## config.mk

```make
export PLATFORM = sky130hd
export DESIGN_NAME = lsu
export DESIGN_NICKNAME = d
export VERILOG_FILES = /design/src/rtl/lsu.sv
export SDC_FILE = /design/constraint.sdc
export NUM_CORES = 1
export LEC_CHECK = 0
export ABC_CLOCK_PERIOD_IN_PS = 1800
export CAP_MARGIN = 10
export CORE_ASPECT_RATIO = 1.75
export CORE_MARGIN = 3
export CORE_UTILIZATION = 45
export DETAILED_ROUTE_END_ITERATION = 10
export HOLD_SLACK_MARGIN = 0.12
export MAX_ROUTING_LAYER = met4
export PLACE_DENSITY = 0.82
export SLEW_MARGIN = 20
export SYNTH_ARGS = -nofsm -noshare
export SYNTH_HDL_FRONTEND = slang
export SYNTH_SLANG_ARGS = --single-unit
```

## constraint.sdc

```tcl
create_clock -name clk -period 1.8 [get_ports clk]
set_clock_uncertainty 0.05 [all_clocks]
set_input_delay 0.54 -clock clk [delete_from_list [all_inputs] [get_ports clk]]
set_output_delay 0.54 -clock clk [all_outputs]
set_load 0.005 [all_outputs]
```

## src/rtl/lsu.sv

```systemverilog
// Load/store unit between execute and the data-memory bus; one access in flight at a time.
//
// Ports:
//   clk, rst_n                     core clock, asynchronous active-low reset
//   mem_req/we/size/unsigned/addr/wdata/rd
//                                  memory op offered by execute
//   ld_en, st_en                   acceptance enables from control (low = flush/stall)
//   lsu_ready                      unit idle and able to accept an op
//   misaligned                     one-cycle pulse after an enabled op is rejected for alignment
//   bus_req/we/addr/be/wdata       registered bus request, held until bus_gnt
//   bus_gnt, bus_rvalid, bus_rdata bus handshake and read data
//   ld_valid/ld_rd/ld_data         one-cycle load writeback; rd/data hold until the next load
module lsu #(
  parameter int unsigned XLEN   = 32,
  parameter int unsigned REG_AW = 4
) (
  input  logic              clk,
  input  logic              rst_n,
  input  logic              mem_req,
  input  logic              mem_we,
  input  logic [1:0]        mem_size,
  input  logic              mem_unsigned,
  input  logic [XLEN-1:0]   mem_addr,
  input  logic [XLEN-1:0]   mem_wdata,
  input  logic [REG_AW-1:0] mem_rd,
  input  logic              ld_en,
  input  logic              st_en,
  output logic              lsu_ready,
  output logic              misaligned,
  output logic              bus_req,
  output logic              bus_we,
  output logic [XLEN-1:0]   bus_addr,
  output logic [3:0]        bus_be,
  output logic [XLEN-1:0]   bus_wdata,
  input  logic              bus_gnt,
  input  logic              bus_rvalid,
  input  logic [XLEN-1:0]   bus_rdata,
  output logic              ld_valid,
  output logic [REG_AW-1:0] ld_rd,
  output logic [XLEN-1:0]   ld_data
);

  typedef enum logic [1:0] {StIdle, StReq, StWait, StResp} state_e;

  state_e              state_q, state_d;
  logic                we_q;
  logic [XLEN-1:0]     addr_q;
  logic [3:0]          be_q;
  logic [XLEN-1:0]     wdata_q;
  logic [REG_AW-1:0]   rd_q;
  logic [1:0]          size_q;
  logic                uns_q;
  logic [1:0]          off_q;
  logic                misaligned_q;
  logic [REG_AW-1:0]   ld_rd_q;
  logic [XLEN-1:0]     ld_data_q;

  logic                aligned;
  logic                enabled;
  logic                offered;
  logic                accept;
  logic [3:0]          be_new;
  logic [XLEN-1:0]     wdata_new;
  logic [XLEN-1:0]     rdata_shifted;
  logic [XLEN-1:0]     rdata_ext;

  // Acceptance decode and store lane steering.
  always_comb begin
    aligned   = 1'b0;
    be_new    = 4'b1111;
    wdata_new = mem_wdata;
    case (mem_size)
      2'b00: begin
        aligned   = 1'b1;
        be_new    = 4'b0001 << mem_addr[1:0];
        wdata_new = {4{mem_wdata[7:0]}};
      end
      2'b01: begin
        aligned   = ~mem_addr[0];
        be_new    = mem_addr[1] ? 4'b1100 : 4'b0011;
        wdata_new = {2{mem_wdata[15:0]}};
      end
      2'b10: begin
        aligned   = (mem_addr[1:0] == 2'b00);
      end
      default: begin
        aligned   = 1'b0;
      end
    endcase
    enabled = mem_we ? st_en : ld_en;
    offered = (state_q == StIdle) && mem_req && enabled;
    accept  = offered && aligned;
  end

  // Load extraction: move the addressed lane down to bit 0, then extend.
  always_comb begin
    rdata_shifted = bus_rdata >> {off_q, 3'b000};
    case (size_q)
      2'b00:   rdata_ext = {{(XLEN-8){~uns_q & rdata_shifted[7]}}, rdata_shifted[7:0]};
      2'b01:   rdata_ext = {{(XLEN-16){~uns_q & rdata_shifted[15]}}, rdata_shifted[15:0]};
      default: rdata_ext = bus_rdata;
    endcase
  end

  always_comb begin
    state_d = state_q;
    unique case (state_q)
      StIdle: if (accept) state_d = StReq;
      StReq:  if (bus_gnt) state_d = we_q ? StIdle : StWait;  // stores are posted
      StWait: if (bus_rvalid) state_d = StResp;
      StResp: state_d = StIdle;
      default: state_d = StIdle;
    endcase
  end

  always_ff @(posedge clk or negedge rst_n) begin
    if (!rst_n) begin
      state_q      <= StIdle;
      we_q         <= 1'b0;
      addr_q       <= '0;
      be_q         <= '0;
      wdata_q      <= '0;
      rd_q         <= '0;
      size_q       <= '0;
      uns_q        <= 1'b0;
      off_q        <= '0;
      misaligned_q <= 1'b0;
      ld_rd_q      <= '0;
      ld_data_q    <= '0;
    end else begin
      state_q      <= state_d;
      misaligned_q <= offered && !aligned;
      if (accept) begin
        we_q    <= mem_we;
        addr_q  <= {mem_addr[XLEN-1:2], 2'b00};
        be_q    <= be_new;
        wdata_q <= wdata_new;
        rd_q    <= mem_rd;
        size_q  <= mem_size;
        uns_q   <= mem_unsigned;
        off_q   <= mem_addr[1:0];
      end
      if (state_q == StWait && bus_rvalid) begin
        ld_data_q <= rdata_ext;
        ld_rd_q   <= rd_q;
      end
    end
  end

  assign lsu_ready  = (state_q == StIdle);
  assign misaligned = misaligned_q;
  assign bus_req    = (state_q == StReq);
  assign bus_we     = we_q;
  assign bus_addr   = addr_q;
  assign bus_be     = be_q;
  assign bus_wdata  = wdata_q;
  assign ld_valid   = (state_q == StResp);
  assign ld_rd      = ld_rd_q;
  assign ld_data    = ld_data_q;

endmodule
```

==> flow_metrics.env, run 1 <==
export IMPL_synth_top_area_share_pct=49.7
export IMPL_run_status="aborted with a tool error"
export IMPL_clockRootBuffer="clkbuf_16"
export IMPL_numClockSinks=115
export IMPL_synth_top_cells_by_area="dfrtp_1, mux2_4, mux2_2"
export IMPL_syn_area_per_cell_um2=12.4
export IMPL_ys_types=43
export IMPL_gp_congestion=0.955
export IMPL_synth_xor_area_share_pct=0.151
export IMPL_cts_htree_levels=4
export IMPL_cts_buffer_depth=2
export IMPL_timing_worst_endpoint_kind="register data pin"
export IMPL_pin_count=220
export IMPL_synth_seq_cells=115
export IMPL_grt_pass1_wl_um=30400
export IMPL_synth_top_family_by_area="multiplexers"
export IMPL_yosys_area_share_simple_pct=10.2
export IMPL_failing_step="detailed routing"
export IMPL_synth_edff_count=0
export IMPL_yosys_warnings=0
export IMPL_cts_buffers=17
export IMPL_syn_area_um2=5790
export IMPL_dp_cells=874
export IMPL_grt_pass1_vias=5498
export IMPL_synth_commonest_cells="dfrtp_1, mux2_4, nand2_1"
export IMPL_worst_endpoint="rd_q[2]$_DFFE_PN0P_/D"
export IMPL_yosysTopAreaCell="dfrtp_1"
export IMPL_synthFlopType="dfrtp_1"
export IMPL_syn_inst=467
export IMPL_synthMuxAreaShare_pct=25.2
export IMPL_error="[ERROR DRT-0255] Maze Route cannot find path of net clk in worker of routeBox ( 48300 0 ) ( 91715 48300 )."
export IMPL_rows=54
export IMPL_start_util_pct=46.3
export IMPL_synthAdderAreaFrac_pct=0
export IMPL_port_buffer_count=217
export IMPL_die_w_um=91.7
export IMPL_hpwl_um=13800
export IMPL_yosysSeqAreaShare_pct=49.7
export IMPL_grt_max_degree=43
export IMPL_grtUsageTotal_pct=28.6
export IMPL_async_flop_share_pct=100
export IMPL_yosysMostFrequentCell="dfrtp_1"
export IMPL_antenna_found_initial=1
export IMPL_synth_compound_area_share_pct=8.67
export IMPL_die_h_um=156
export IMPL_gr_total_overflow=0
[stage by stage]
step / setup TNS (ns) / util (%) / instance area, um^2 / setup slack [ns]
after global routing: -1.13 / 74.8 / 9350 / -0.0801
after CTS: -0.452 / 74.5 / 9310 / -0.151
after detailed placement: -58.20 / 66.9 / 8360 / -0.729
after global placement: -54.83 / 66.9 / 8360 / -0.692
after floorplan: -3.35 / - / 5800 / -0.0479
[cells by family after synthesis]
kind of cell / after synthesis
other: 1
buffers and inverters: 41
AND/OR/NAND/NOR: 124
AO/OA/AOI/OAI: 77
XOR/XNOR: 1
flip-flops: 115
multiplexers: 108
[per-layer routing]
layer	GRT usage [%]
met3	5.55
met2	52.7
met1	29.3
met4	11.8
met5	-
[what timing repair did]
action | in CTS | in global routing
pin swaps | 5 | 3
gates resized for setup | 158 | 10
hold buffers | 1 | 0
endpoints found under the setup margin | 182 | 57
setup buffers | 26 | 2
gates cloned | 8 | 0
hold endpoints to repair | 20 | 0
==> run 2, diff against run 1 <==
--- a/config.mk
+++ b/config.mk
@@ -7,13 +7,10 @@
 export LEC_CHECK = 0
 export ABC_CLOCK_PERIOD_IN_PS = 1800
 export CAP_MARGIN = 10
-export CORE_ASPECT_RATIO = 1.75
 export CORE_MARGIN = 3
-export CORE_UTILIZATION = 45
+export CORE_UTILIZATION = 40
 export DETAILED_ROUTE_END_ITERATION = 10
-export HOLD_SLACK_MARGIN = 0.12
-export MAX_ROUTING_LAYER = met4
-export PLACE_DENSITY = 0.82
+export PLACE_DENSITY_LB_ADDON = 0.15
 export SLEW_MARGIN = 20
 export SYNTH_ARGS = -nofsm -noshare
 export SYNTH_HDL_FRONTEND = slang
==> run 2 against run 1 <==
  * The run now ends clean
  * Global-route usage is 7.3 points lower
  * Synthesized area unchanged
  * Synthesized cell count is the same
==> flow_metrics.env, run 2 <==
export IMPL_fmax_mhz=557
export IMPL_numClockSinks=115
export IMPL_gr_total_overflow=0
export IMPL_path_delay_family="buffers and inverters"
export IMPL_synthAdderAreaFrac_pct=0
export IMPL_grt_max_degree=41
export IMPL_min_path_type="reg2reg"
export IMPL_drc=0
export IMPL_start_util_pct=41.4
export IMPL_top_layer="met4"
export IMPL_yosysMostFrequentCell="dfrtp_1"
export IMPL_cts_buffer_depth=2
export IMPL_peakVddDrop_v=0.000701
export IMPL_die_w_um=126
export IMPL_drtIter0Drc=185
export IMPL_routed_wl_met2_um=7950
export IMPL_cp_cell_sequence="buf_4 > nor2_4 > nand3_4 > nor2b_4 > buf_12 > buf_8 > buf_12 > mux2_4"
export IMPL_timing_final_crit_share_pct=99.7
export IMPL_total_leakage_power_nw=4.34
export IMPL_slew_viol_final=0
export IMPL_port_buffer_count=217
export IMPL_first_pass_iters=4
export IMPL_crit_required_ns=2.03
export IMPL_finish_utilization_pct=65.0
export IMPL_synthFlopType="dfrtp_1"
export IMPL_dr_total_vias=4651
export IMPL_clock_power_share_pct=25.9
export IMPL_yosysSeqAreaShare_pct=49.7
export IMPL_area_growth_pct=57.2
export IMPL_wl_met3_um=1220
export IMPL_ys_types=43
export IMPL_max_stage_delay_ns=0.40
export IMPL_path_buf_inv=4
export IMPL_run_status="complete, no violations"
export IMPL_antenna_left=0
export IMPL_drv_cap=0
export IMPL_async_flop_share_pct=100
export IMPL_die_area_um2=15900
export IMPL_layout_commonest_cell="dfrtp_1"
export IMPL_synth_edff_count=0
export IMPL_swShare_pct=29.9
export IMPL_hold_violations=0
export IMPL_clk_latency_ns=0.41
export IMPL_synth_xor_area_share_pct=0.151
export IMPL_layout_common_cells="dfrtp_1, dlygate4sd2_1, clkdlybuf4s50_1"
export IMPL_pin_count=220
export IMPL_rows=43
export IMPL_cp_start_kind="register"
export IMPL_nets=841
export IMPL_post_route_cells_drive_above_1_share_pct=26.8
export IMPL_finalCriticalPeriod_ns=1.79
export IMPL_hpwl_um=11900
export IMPL_pwr_share_comb_pct=41.3
export IMPL_clockRootBuffer="clkbuf_16"
export IMPL_synth_compound_area_share_pct=8.67
export IMPL_wire_per_inst_um=17.9
export IMPL_synthMuxAreaShare_pct=25.2
export IMPL_cp_slowest_cell="dfrtp_1"
export IMPL_syn_inst=467
export IMPL_rsz0062_at_grt="true"
export IMPL_crit_fanout=6
export IMPL_pwr_share_seq_pct=32.8
export IMPL_grtUsageTotal_pct=21.3
export IMPL_syn_area_per_cell_um2=12.4
export IMPL_n_antenna_cell=0
export IMPL_p_int_mw=9.98
export IMPL_yosysTopAreaCell="dfrtp_1"
export IMPL_synth_top_family_by_area="multiplexers"
export IMPL_cts_buffers=17
export IMPL_crit_type="reg2reg"
export IMPL_yosys_warnings=0
export IMPL_antenna_found_initial=0
export IMPL_wl_met1_um=7040
export IMPL_synth_commonest_cells="dfrtp_1, mux2_4, nand2_1"
export IMPL_clk_pin_slew_ns=0.05
export IMPL_final_area_um2=9100
export IMPL_placed_area_um2=8240
export IMPL_synth_seq_cells=115
export IMPL_synth_top_cells_by_area="dfrtp_1, mux2_4, mux2_2"
export IMPL_cts_htree_levels=4
export IMPL_routed_wl_um=16500
export IMPL_synth_top_area_share_pct=49.7
export IMPL_yosys_area_share_simple_pct=10.2
export IMPL_die_h_um=126
export IMPL_grt_pass1_wl_um=26800
export IMPL_gp_congestion=0.835
export IMPL_grt_pass1_vias=5007
export IMPL_coreArea_um2=14000
export IMPL_endpoint_kind="register"
export IMPL_via_per_inst=5.04
export IMPL_power_density_nw_per_um2=1570
export IMPL_syn_area_um2=5790
export IMPL_switching_power_mw=4.27
export IMPL_fill_cells=1151
export IMPL_setup_violations=0
export IMPL_cts_tree="done"
export IMPL_crit_top_cell="buf_12"
export IMPL_crit_arrival_ns=2.03
run 2: cell counts after synthesis:
No cell type changed its count.
run 2: timing repair:
| item | CTS | global route |
|---|---|---|
| hold endpoints to repair | 14 | 0 |
| setup buffers | 15 | 1 |
| hold buffers | 1 | 0 |
| endpoints found under the setup margin | 183 | 70 |
| cloned | 5 | 0 |
| gates resized for setup | 143 | 4 |
| pin swaps | 3 | 2 |
run 2: per-stage QoR:
step | hold slack, ns | setup TNS (ns) | power, mW | setup WS, ns | cells
after global placement | 0.388 | -47.35 | 10.9 | -0.611 | 869
after CTS | 0.421 | -0.0327 | 14.4 | -0.0191 | 922
after global routing | 0.437 | -1.24 | 15.2 | -0.0481 | 923
after floorplan | 0.194 | -3.35 | 7.57 | -0.0479 | 468
after detailed placement | 0.391 | -49.12 | 11.0 | -0.612 | 869
final | 0.421 | 0 | 14.2 | 0.00583 | 923
run 2: routing by layer:
layer  track usage (%)  vias to the layer above
li1                  -                     2182
met3              6.70                       20
met5                 0                        -
met1              27.4                     2259
met4              8.77                        0
met2              33.5                      190
run 2: power by group through the flow:
stage	clock [mW]	sequential [mW]	combinational (mW)
floorplan	0	4.62	2.95
global placement	0	4.70	6.20
detailed placement	0	4.69	6.33
CTS	3.78	4.67	5.93
global route	3.91	4.85	6.39
finish	3.70	4.67	5.88
run 2: cell type report:
| cell class | instances | area [um^2] | area share (%) |
|---|---|---|---|
| multi-input combinational | 312 | 2600 | 28.5 |
| tap | 180 | 225 | 2.48 |
| inverter | 4 | 15.0 | 0.165 |
| clock buffer | 19 | 443 | 4.87 |
| sequential | 115 | 2880 | 31.6 |
| clock inverter | 13 | 206 | 2.27 |
| timing repair buffer | 280 | 2730 | 30.0 |
run 2: path summary, 6_finish.rpt:
| check | slack [ns] | start | depth (start not counted) | to |
|---|---|---|---|---|
| max | 0.006 | register | 8 | rd_q[3]$_DFFE_PN0P_ |
| min | 0.42 | ld_rd[0]$_DFFE_PN0P_ | 2 | ld_rd[0]$_DFFE_PN0P_ |
| max reg2reg | 0.006 | register | 8 | rd_q[3]$_DFFE_PN0P_ |
| min reg2reg | 0.42 | ld_rd[0]$_DFFE_PN0P_ | 2 | ld_rd[0]$_DFFE_PN0P_ |
| max in group asynchronous | 0.67 | rst_n | 3 | asynchronous set/reset pin |
| min in group asynchronous | 0.50 | rst_n | 2 | bus_addr[30]$_DFFE_PN0P_ |
run 2: kinds of logic after synthesis:
logic type,Yosys count
AND/OR/NAND/NOR,124
flip-flops,115
multiplexers,108
AO/OA/AOI/OAI,77
buffers and inverters,41
XOR/XNOR,1
other,1
run 2: worst register-to-register path, delay by kind of cell, from the launching register on:
kind / cells / cell delay (ns)
buffers and inverters: 4 / 0.56
flip-flops: 1 / 0.40
AND/OR/NAND/NOR: 3 / 0.37
multiplexers: 1 / 0.31
Power figures use the tool's default switching activity.
==> run 3, diff against run 2 <==
--- a/config.mk
+++ b/config.mk
@@ -8,7 +8,7 @@
 export ABC_CLOCK_PERIOD_IN_PS = 1800
 export CAP_MARGIN = 10
 export CORE_MARGIN = 3
-export CORE_UTILIZATION = 40
+export CORE_UTILIZATION = 34
 export DETAILED_ROUTE_END_ITERATION = 10
 export PLACE_DENSITY_LB_ADDON = 0.15
 export SLEW_MARGIN = 20
==> run 3 against run 2 <==
  * The flow now finishes with violations (negative setup slack)
  * Maximum frequency down 3.2%
  * Worst hold slack better by 0.0054 ns
  * Utilization down 9.7 points
  * Non-clock buffer count unchanged
  * Clock power down 6.2%
  * Worst setup slack worse by 0.060 ns
  * Final area up 1.2%
  * Largest cell class unchanged
  * Largest power group unchanged
==> flow_metrics.env, run 3 (synthesis results as in run 2) <==
export IMPL_max_stage_delay_ns=0.39
export IMPL_endpoint_kind="output port"
export IMPL_port_buffer_count=217
export IMPL_pwr_share_comb_pct=42.4
export IMPL_start_util_pct=34.8
export IMPL_rsz0062_at_grt="true"
export IMPL_die_h_um=136
export IMPL_routed_wl_um=16800
export IMPL_crit_top_cell="buf_6"
export IMPL_total_leakage_power_nw=4.36
export IMPL_gp_congestion=0.822
export IMPL_area_growth_pct=59.1
export IMPL_slew_viol_final=0
export IMPL_clk_latency_ns=0.41
export IMPL_run_status="finished with violations"
export IMPL_final_area_um2=9210
export IMPL_post_route_cells_drive_above_1_share_pct=26.8
export IMPL_cts_buffer_depth=2
export IMPL_crit_type="reg2out"
export IMPL_nets=841
export IMPL_n_antenna_cell=0
export IMPL_placed_area_um2=8300
export IMPL_pwr_share_seq_pct=33.0
export IMPL_rows=47
export IMPL_wire_per_inst_um=17.5
export IMPL_hold_violations=0
export IMPL_antenna_found_initial=0
export IMPL_violations="negative setup slack"
export IMPL_p_int_mw=9.76
export IMPL_cts_htree_levels=4
export IMPL_die_w_um=136
export IMPL_gr_total_overflow=0
export IMPL_antenna_left=0
export IMPL_finish_utilization_pct=55.3
export IMPL_pin_count=220
export IMPL_fill_cells=1421
export IMPL_timing_final_crit_share_pct=103
export IMPL_first_pass_iters=4
export IMPL_coreArea_um2=16600
export IMPL_drc=0
export IMPL_die_area_um2=18600
export IMPL_crit_required_ns=1.21
export IMPL_cts_buffers=17
export IMPL_crit_fanout=3
export IMPL_multi_input_area_um2=2590
export IMPL_clockRootBuffer="clkbuf_16"
export IMPL_fmax_mhz=539
export IMPL_drtIter0Drc=319
export IMPL_switching_power_mw=4.28
export IMPL_layout_common_cells="dfrtp_1, dlygate4sd2_1, clkdlybuf4s50_1"
export IMPL_cts_tree="done"
export IMPL_clk_pin_slew_ns=0.05
export IMPL_grt_pass1_wl_um=26400
export IMPL_hpwl_um=12100
export IMPL_path_delay_family="flip-flops"
export IMPL_setup_violations=25
export IMPL_swShare_pct=30.5
export IMPL_min_path_type="reg2reg"
export IMPL_whs_ns=0.426
export IMPL_layout_setup_ws_ns=-0.0537
export IMPL_clock_power_share_pct=24.7
export IMPL_cp_slowest_cell="dfrtp_1"
export IMPL_grt_max_degree=49
export IMPL_numClockSinks=115
export IMPL_drv_cap=0
export IMPL_finalCriticalPeriod_ns=1.85
export IMPL_path_buf_inv=3
export IMPL_peakVddDrop_v=0.000666
export IMPL_crit_arrival_ns=1.26
export IMPL_via_per_inst=4.75
export IMPL_cp_start_kind="register"
export IMPL_cp_cell_sequence="buf_6 > buf_6 > and2_4 > buf_6"
export IMPL_grtUsageTotal_pct=18.4
export IMPL_grt_pass1_vias=4892
export IMPL_layout_commonest_cell="dfrtp_1"
export IMPL_regArea_um2=2880
export IMPL_power_mw=14.0
export IMPL_dr_total_vias=4574
export IMPL_power_density_nw_per_um2=1520
[run 3: cell count changes in the layout (fill, tap and decap cells not counted), moves of 2 or more]
cell	previous run	this run
buf_8	2	4
dlygate4sd2_1	109	111
buf_4	45	34
buf_6	5	10
clkbuf_16	17	19
clkdlybuf4s15_1	2	0
bufinv_16	5	3
[run 3: worst register-to-register path: stages (launching register included)]
cell and delay, ns:
dfrtp_1 0.39, buf_6 0.13, nor2_4 0.08, buf_6 0.11, nand3_4 0.09, nor2b_4 0.16
buf_12 0.13, buf_8 0.12, clkbuf_16 0.15, mux2_4 0.29
[run 3: timing repair]
item | CTS | global route
hold buffers | 1 | 0
resized for setup | 148 | 12
buffers inserted | 16 | 1
endpoints found under the setup margin | 183 | 77
pin swaps | 4 | 2
gates cloned | 5 | 2
hold endpoints to repair | 20 | 0
[run 3: layout make-up]
class | count | area share, %
Tap cell | 220 | 2.99
Clock buffer | 19 | 4.92
Sequential cell | 115 | 31.3
Timing Repair Buffer | 280 | 30.8
Inverter | 4 | 0.163
Multi-Input combinational cell | 312 | 28.2
Clock inverter | 13 | 1.73
[run 3: path summary, 6_finish.rpt]
| kind | start | endpoint | slack (ns) | depth (start not counted) |
|---|---|---|---|---|
| setup / recovery | register | ld_valid | -0.05 | 4 |
| setup reg to reg | register | bus_wdata[13]$_DFFE_PN0P_ | -0.02 | 9 |
| min in group asynchronous | rst_n | bus_addr[28]$_DFFE_PN0P_ | 0.54 | 2 |
| max in group asynchronous | rst_n | bus_addr[9]$_DFFE_PN0P_ | 0.59 | 3 |
| hold reg to reg | rd_q[1]$_DFFE_PN0P_ | ld_rd[1]$_DFFE_PN0P_ | 0.43 | 2 |
| hold / removal | rd_q[1]$_DFFE_PN0P_ | ld_rd[1]$_DFFE_PN0P_ | 0.43 | 2 |
[run 3: power by group through the flow]
stage | registers, mW | logic (mW) | clock network, mW
2_1_floorplan | 4.62 | 2.95 | 0
3_3_place_gp | 4.66 | 6.31 | 0
3_5_place_dp | 4.66 | 6.42 | 0
4_1_cts | 4.64 | 5.93 | 3.55
5_1_grt | 4.81 | 6.46 | 3.70
6_report | 4.63 | 5.95 | 3.47
[run 3: metal layers]
layer	routed length [um]	up-vias	GRT usage, %
li1	-	2189	-
met4	313	0	6.44
met2	8030	156	28.6
met5	0	-	0
met1	7130	2205	23.6
met3	1330	24	6.85
[run 3: metrics by stage]
| stage | cells | worst slack [ns] | setup TNS (ns) |
|---|---|---|---|
| after floorplan | 468 | -0.0479 | -3.35 |
| after global placement | 908 | -0.605 | -46.64 |
| after detailed placement | 908 | -0.628 | -48.04 |
| after CTS | 962 | -0.0972 | -0.721 |
| after global routing | 963 | -0.107 | -4.66 |
| final | 963 | -0.0537 | -0.221 |
